--- src/rtl/wb_pkg.sv ---
// Shared encodings and stage-entry control type for the write-back tracker.
package wb_pkg;

    // Destination-kind encodings seen at D
    localparam logic [1:0] DST_NONE = 2'd0;
    localparam logic [1:0] DST_RT   = 2'd1;
    localparam logic [1:0] DST_RD   = 2'd2;
    localparam logic [1:0] DST_LINK = 2'd3;

    // Result-source encodings; code 3 behaves as ALU
    localparam logic [1:0] SRC_ALU  = 2'd0;
    localparam logic [1:0] SRC_LINK = 2'd1;
    localparam logic [1:0] SRC_MEM  = 2'd2;

    // Width-independent part of a stage entry; dst and value are
    // parametrised in the top and kept alongside this struct.
    typedef struct packed {
        logic       valid;
        logic [1:0] src;
    } entry_ctl_t;

    // Fold the unused source code onto ALU so stages only ever hold 0..2
    function automatic logic [1:0] src_norm(input logic [1:0] src);
        logic [1:0] res;
        case (src)
            SRC_LINK: res = SRC_LINK;
            SRC_MEM:  res = SRC_MEM;
            default:  res = SRC_ALU;
        endcase
        return res;
    endfunction

endpackage

--- src/rtl/wb_fwd_port.sv ---
// Priority forwarding match for one D-stage read port (E over M over W).
module wb_fwd_port
    import wb_pkg::*;
#(
    parameter int unsigned XLEN = 32,
    parameter int unsigned RA_W = 5
) (
    input  logic [RA_W-1:0] addr,
    input  logic [XLEN-1:0] rf_data,
    input  logic            e_valid,
    input  logic [RA_W-1:0] e_dst,
    input  logic [1:0]      e_src,
    input  logic [XLEN-1:0] e_data,
    input  logic            m_valid,
    input  logic [RA_W-1:0] m_dst,
    input  logic [XLEN-1:0] m_data,
    input  logic            w_valid,
    input  logic [RA_W-1:0] w_dst,
    input  logic [XLEN-1:0] w_data,
    output logic [XLEN-1:0] data,
    output logic            hazard
);

    // Youngest matching stage wins; a load still in E cannot supply data yet
    always_comb begin
        data   = rf_data;
        hazard = 1'b0;
        if (addr == {RA_W{1'b0}}) begin
            data = {XLEN{1'b0}};
        end else if (e_valid && (e_dst == addr)) begin
            data   = e_data;
            hazard = (e_src == SRC_MEM);
        end else if (m_valid && (m_dst == addr)) begin
            data = m_data;
        end else if (w_valid && (w_dst == addr)) begin
            data = w_data;
        end else begin
            data = rf_data;
        end
    end

endmodule

--- src/rtl/wb_track.sv ---
// Tracks destination and result of in-flight instructions through E/M/W,
// forwards operands to D read ports, detects load-use and drives RF write.
module wb_track
    import wb_pkg::*;
#(
    parameter int unsigned XLEN     = 32,
    parameter int unsigned RA_W     = 5,
    parameter int unsigned NRD      = 2,
    parameter int unsigned LINK_REG = 31,
    parameter int unsigned LINK_OFS = 8
) (
    input  logic                clk,
    input  logic                reset_n,
    input  logic                d_valid,
    input  logic [1:0]          d_dst_kind,
    input  logic [RA_W-1:0]     d_rt,
    input  logic [RA_W-1:0]     d_rd,
    input  logic [1:0]          d_src,
    input  logic [XLEN-1:0]     d_pc,
    input  logic                flush,
    input  logic [XLEN-1:0]     e_alu_result,
    input  logic [XLEN-1:0]     m_mem_data,
    input  logic [NRD*RA_W-1:0] rd_addr,
    input  logic [NRD*XLEN-1:0] rd_rf_data,
    output logic [NRD*XLEN-1:0] rd_data,
    output logic                stall,
    output logic                w_we,
    output logic [RA_W-1:0]     w_addr,
    output logic [XLEN-1:0]     w_data
);

    localparam logic [RA_W-1:0] LINK_ADDR = RA_W'(LINK_REG);
    localparam logic [XLEN-1:0] LINK_ADD  = XLEN'(LINK_OFS);

    entry_ctl_t      e_ctl_r, m_ctl_r, w_ctl_r;
    logic [RA_W-1:0] e_dst_r, m_dst_r, w_dst_r;
    logic [XLEN-1:0] e_val_r, m_val_r, w_val_r;

    logic [RA_W-1:0] d_dst_s;
    logic [1:0]      d_src_s;
    logic            bubble_s;
    logic [XLEN-1:0] e_avail_s;
    logic [XLEN-1:0] m_avail_s;
    logic [NRD-1:0]  haz_s;

    assign d_src_s  = src_norm(d_src);
    assign bubble_s = stall || flush || !d_valid;

    // Decode the destination register named by the D instruction
    always_comb begin
        d_dst_s = {RA_W{1'b0}};
        case (d_dst_kind)
            DST_NONE: d_dst_s = {RA_W{1'b0}};
            DST_RT:   d_dst_s = d_rt;
            DST_RD:   d_dst_s = d_rd;
            DST_LINK: d_dst_s = LINK_ADDR;
            default:  d_dst_s = {RA_W{1'b0}};
        endcase
    end

    // Data each younger stage can offer this cycle (loads in E offer nothing)
    always_comb begin
        e_avail_s = {XLEN{1'b0}};
        case (e_ctl_r.src)
            SRC_LINK: e_avail_s = e_val_r;
            SRC_ALU:  e_avail_s = e_alu_result;
            default:  e_avail_s = {XLEN{1'b0}};
        endcase
        if (m_ctl_r.src == SRC_MEM) begin
            m_avail_s = m_mem_data;
        end else begin
            m_avail_s = m_val_r;
        end
    end

    // Advance entries D->E->M->W, capturing each result where it becomes valid
    always_ff @(posedge clk or negedge reset_n) begin
        if (!reset_n) begin
            e_ctl_r <= '0;
            m_ctl_r <= '0;
            w_ctl_r <= '0;
            e_dst_r <= {RA_W{1'b0}};
            m_dst_r <= {RA_W{1'b0}};
            w_dst_r <= {RA_W{1'b0}};
            e_val_r <= {XLEN{1'b0}};
            m_val_r <= {XLEN{1'b0}};
            w_val_r <= {XLEN{1'b0}};
        end else begin
            if (bubble_s) begin
                e_ctl_r <= '0;
                e_dst_r <= {RA_W{1'b0}};
                e_val_r <= {XLEN{1'b0}};
            end else begin
                e_ctl_r <= '{valid: 1'b1, src: d_src_s};
                e_dst_r <= d_dst_s;
                e_val_r <= (d_src_s == SRC_LINK) ? (d_pc + LINK_ADD) : {XLEN{1'b0}};
            end
            m_ctl_r <= e_ctl_r;
            m_dst_r <= e_dst_r;
            m_val_r <= (e_ctl_r.src == SRC_ALU) ? e_alu_result : e_val_r;
            w_ctl_r <= m_ctl_r;
            w_dst_r <= m_dst_r;
            w_val_r <= (m_ctl_r.src == SRC_MEM) ? m_mem_data : m_val_r;
        end
    end

    for (genvar i = 0; i < NRD; i++) begin : g_port
        wb_fwd_port #(
            .XLEN(XLEN),
            .RA_W(RA_W)
        ) u_port (
            .addr    (rd_addr[i*RA_W +: RA_W]),
            .rf_data (rd_rf_data[i*XLEN +: XLEN]),
            .e_valid (e_ctl_r.valid),
            .e_dst   (e_dst_r),
            .e_src   (e_ctl_r.src),
            .e_data  (e_avail_s),
            .m_valid (m_ctl_r.valid),
            .m_dst   (m_dst_r),
            .m_data  (m_avail_s),
            .w_valid (w_ctl_r.valid),
            .w_dst   (w_dst_r),
            .w_data  (w_val_r),
            .data    (rd_data[i*XLEN +: XLEN]),
            .hazard  (haz_s[i])
        );
    end

    assign stall  = |haz_s;
    assign w_we   = w_ctl_r.valid && (w_dst_r != {RA_W{1'b0}});
    assign w_addr = w_dst_r;
    assign w_data = w_val_r;

endmodule

--- config.mk ---
export PLATFORM = sky130hd
export DESIGN_NAME = wb_track
export DESIGN_NICKNAME = d
export VERILOG_FILES = /design/src/rtl/wb_pkg.sv /design/src/rtl/wb_fwd_port.sv /design/src/rtl/wb_track.sv
export SDC_FILE = /design/constraint.sdc
export NUM_CORES = 1
export LEC_CHECK = 0
export ABC_AREA = 1
export BUFFER_PORTS_ARGS = -buffer_cell sky130_fd_sc_hd__buf_4
export CAP_MARGIN = 40
export CORE_MARGIN = 2
export CORE_UTILIZATION = 28
export CTS_BUF_LIST = sky130_fd_sc_hd__clkbuf_8
export DETAILED_ROUTE_END_ITERATION = 8
export PLACE_DENSITY_LB_ADDON = 0.25
export SLEW_MARGIN = 25
export SYNTH_ARGS = -nofsm -noshare
export SYNTH_HDL_FRONTEND = slang
export SYNTH_SLANG_ARGS = --single-unit
--- constraint.sdc ---
create_clock -name clk -period 2 [get_ports clk]
set_clock_uncertainty 0.1 [all_clocks]
set_input_delay 0.3 -clock clk [delete_from_list [all_inputs] [get_ports clk]]
set_output_delay 0.3 -clock clk [all_outputs]
set_load 0.03 [all_outputs]
==> out/qor.csv <==
metric,value,unit
outcome,"complete, but fails checks",
violations,negative setup slack,
achievable-frequency,380,MHz
vdd_ir_drop_max,0.000412,V
kind_of_end_point_of_the_critical_path,primary output,
critPathArrivalTime,2.23,ns
die-area,33200,sq um
fin_setup_tns,-41.63,ns
dr.max_layer_used,met4,
worst-slew-pin-transition,0.733,ns
synth-edff-count,0,
syn_avg_cell_area,6.05,sq um
unrepaired_setup_endpoints_after_global_routing,true,
place.gp.congestion,0.917,
max-slew-margin-rel,0.506,
n_antenna_cell,0,
period_minus_slack,2.63,ns
post-place-cells,2168,
clkSlewWorstSetupHoldPaths,0.09,ns
setup_slack,-0.633,ns
route.detailed.wl_per_inst,18.7,microns
clock_tree.buffer_depth,2,
boundaryPins,291,
layout-area-overhead-vs-synth,78.9,%
worstSkewPairLatency,0.44,ns
finalSetupViolCount,105,
finish.net_count,2068,
ys.warnings.count,0,
r2r_setup_slack,-0.18,ns
tcrit_tclk_final,1.32,
dieHeight,182,microns
largest_net_degree_at_the_start_of_global_routing,50,
drv_cap,0,
start_kind,flop,
final_max_slew_viol_count,0,
final_cell_count_no_fill,2294,
timing_hold_violations_final,0,
tritoncts_num_sinks,118,
antenna_found_initial,0,
drt-pass1-iter-count,8,
synth-async-reset-ratio,1.00,
cp.required,1.60,ns
tritoncts,built,
path_max_fanout,38,
grt_first_pass_wirelength,62400,microns
wl_met1,17300,microns
drt-initial-drc-count,640,
synth_area,8900,sq um
wirelength,42800,microns
power_per_cell_area,486,nW/um^2
quantity_of_i_o_buffers_inserted_on_ports,290,
vias,11300,
clock-root-buffer,clkbuf_8,
dp.final_hpwl,28600,microns
synthesis.nets,1661,
chipWidth,182,microns
fraction_of_final_layout_cells_sized_beyond_drive_strength_1,0.419,
layout.filler_cells,3048,
synthCells,1472,
design.core.area,31400,sq um
first_global_vias,11300,
synth_cell_type_count,32,
grt_util_all_layers,0.243,
critical_path_class,flop to primary output,
routed-wl-met3,2540,microns
dominantRegCellSynth,dfrtp_1,
ys_ff_latch,118,
cts_max_level,4,
routed_via_density,4.92,
power_leakage,8.05,nW
std_cell_rows,65,
grt.overflow.total,0,
synth_seq_area_share,0.332,
drc,0,
cts_made_buffers,17,
initial_core_utilization,0.284,
holdCritPathClass,primary input to flop,
ant_nets,0,
met2_wirelength,21000,microns
-- cell usage after synthesis (2+ instances only) --
cell      count  area share
buf_2        37       0.021
a21oi_1      44       0.025
inv_2         6      0.0025
nor2_1      214       0.090
a21oi_2      29       0.029
nor3_2        3      0.0034
buf_1         4      0.0017
nand3_1     177        0.10
or2_2         4      0.0028
nor3_1       16      0.0090
xor2_1        4      0.0039
o21ai_1       5      0.0028
clkbuf_1     21      0.0089
nand3b_1      2      0.0017
inv_1       288        0.12
nand2_1     327        0.14
nand4_1       8      0.0056
buf_4         6      0.0051
nor2_2        5      0.0035
dfrtp_1     118        0.33
nand3_2       2      0.0022
buf_6         3      0.0038
o21ai_0     140       0.079
-- state kept, by name, indices dropped and copies added (netlist names) --
name,flops
e_ctl_r,3
e_dst_r,5
e_val_r,32
m_ctl_r,3
m_dst_r,5
m_val_r,32
w_addr,5
w_ctl_r,1
w_data,32
-- power by group --
part	total, mW	internal [mW]	switching, mW	leakage, nW
clock network	2.55	1.40	1.14	0.212
registers	2.59	2.51	0.0770	1.49
logic	2.59	1.13	1.47	6.34
total	7.73	5.05	2.69	8.05
-- layout by cell type (no fill, tap or decap), types with 54 or more instances in the layout --
cell       n
a21oi_4   62
buf_4    284
buf_6     81
dfrtp_1  113
inv_1    276
nand2_1  280
nand3_1  131
nor2_1    85
nor2_2    81
nor2_4    54
o21ai_0   74
o21ai_1   64
-- layer usage --
layer | track usage | vias to the layer above
met5 | 0 | -
met4 | 0.104 | 0
met3 | 0.0325 | 115
met2 | 0.417 | 470
met1 | 0.305 | 5319
li1 | - | 5377
-- worst max-delay path, stage by stage, from the launching register on --
cell	delay, ns
dfrtp_1	0.37
inv_1	0.09
nand2_2	0.10
buf_12	0.19
o21ai_0	0.60
nor2_4	0.07
nor2_2	0.15
a21oi_4	0.07
buf_6	0.14
-- logic make-up (layout without fill, tap and decap cells) --
group,Yosys count,after routing,share of synthesized area
buffers and inverters,366,786,0.165
AO/OA/AOI/OAI,221,221,0.137
adder cells (fa/ha/maj),1,1,0.00141
AND/OR/NAND/NOR,761,761,0.360
XOR/XNOR,5,5,0.00492
flip-flops,118,118,0.332
-- through the flow --
| stage | utilization | setup WS, ns | instance area, sq um | hold WS, ns | total power [mW] |
|---|---|---|---|---|---|
| floorplan | - | 0.0184 | 9490 | -0.0956 | 3.76 |
| global placement | 0.406 | -0.232 | 12800 | 0.112 | 4.79 |
| detailed placement | 0.406 | -0.205 | 12800 | 0.107 | 4.79 |
| CTS | 0.470 | -0.643 | 14800 | 0.00105 | 7.58 |
| global route | 0.507 | -0.745 | 15900 | 0.0216 | 8.10 |
| finish | 0.507 | -0.633 | 15900 | 0.0276 | 7.73 |
-- timing repair --
action / in CTS / in global routing
setup buffers: 22 / 10
hold endpoints to repair: 94 / 0
pin swaps: 22 / 41
hold buffers: 35 / 0
gates resized for setup: 216 / 251
setup endpoints to repair: 66 / 106
gates cloned: 11 / 18
-- worst paths after layout --
path,start,end,cells past startpoint
worst max-delay path,m_ctl_r[0],rd_data[15],8
worst min-delay path,d_rt[1],e_dst_r[1],3
worst max register to register,e_dst_r[1],e_val_r[21],13
worst min register to register,m_ctl_r[2],w_ctl_r[2],0
max in group asynchronous,reset_n,w_addr[1],3
min in group asynchronous,reset_n,w_data[9],2
-- layout make-up --
class,instances,area [sq um],area share
multi-input combinational,988,6160,0.387
clock buffer,18,248,0.0156
timing repair buffer,460,4740,0.298
clock inverter,14,199,0.0125
tap,402,503,0.0316
inverter,294,1110,0.0696
sequential,118,2960,0.186
Power figures use the tool's default switching activity.
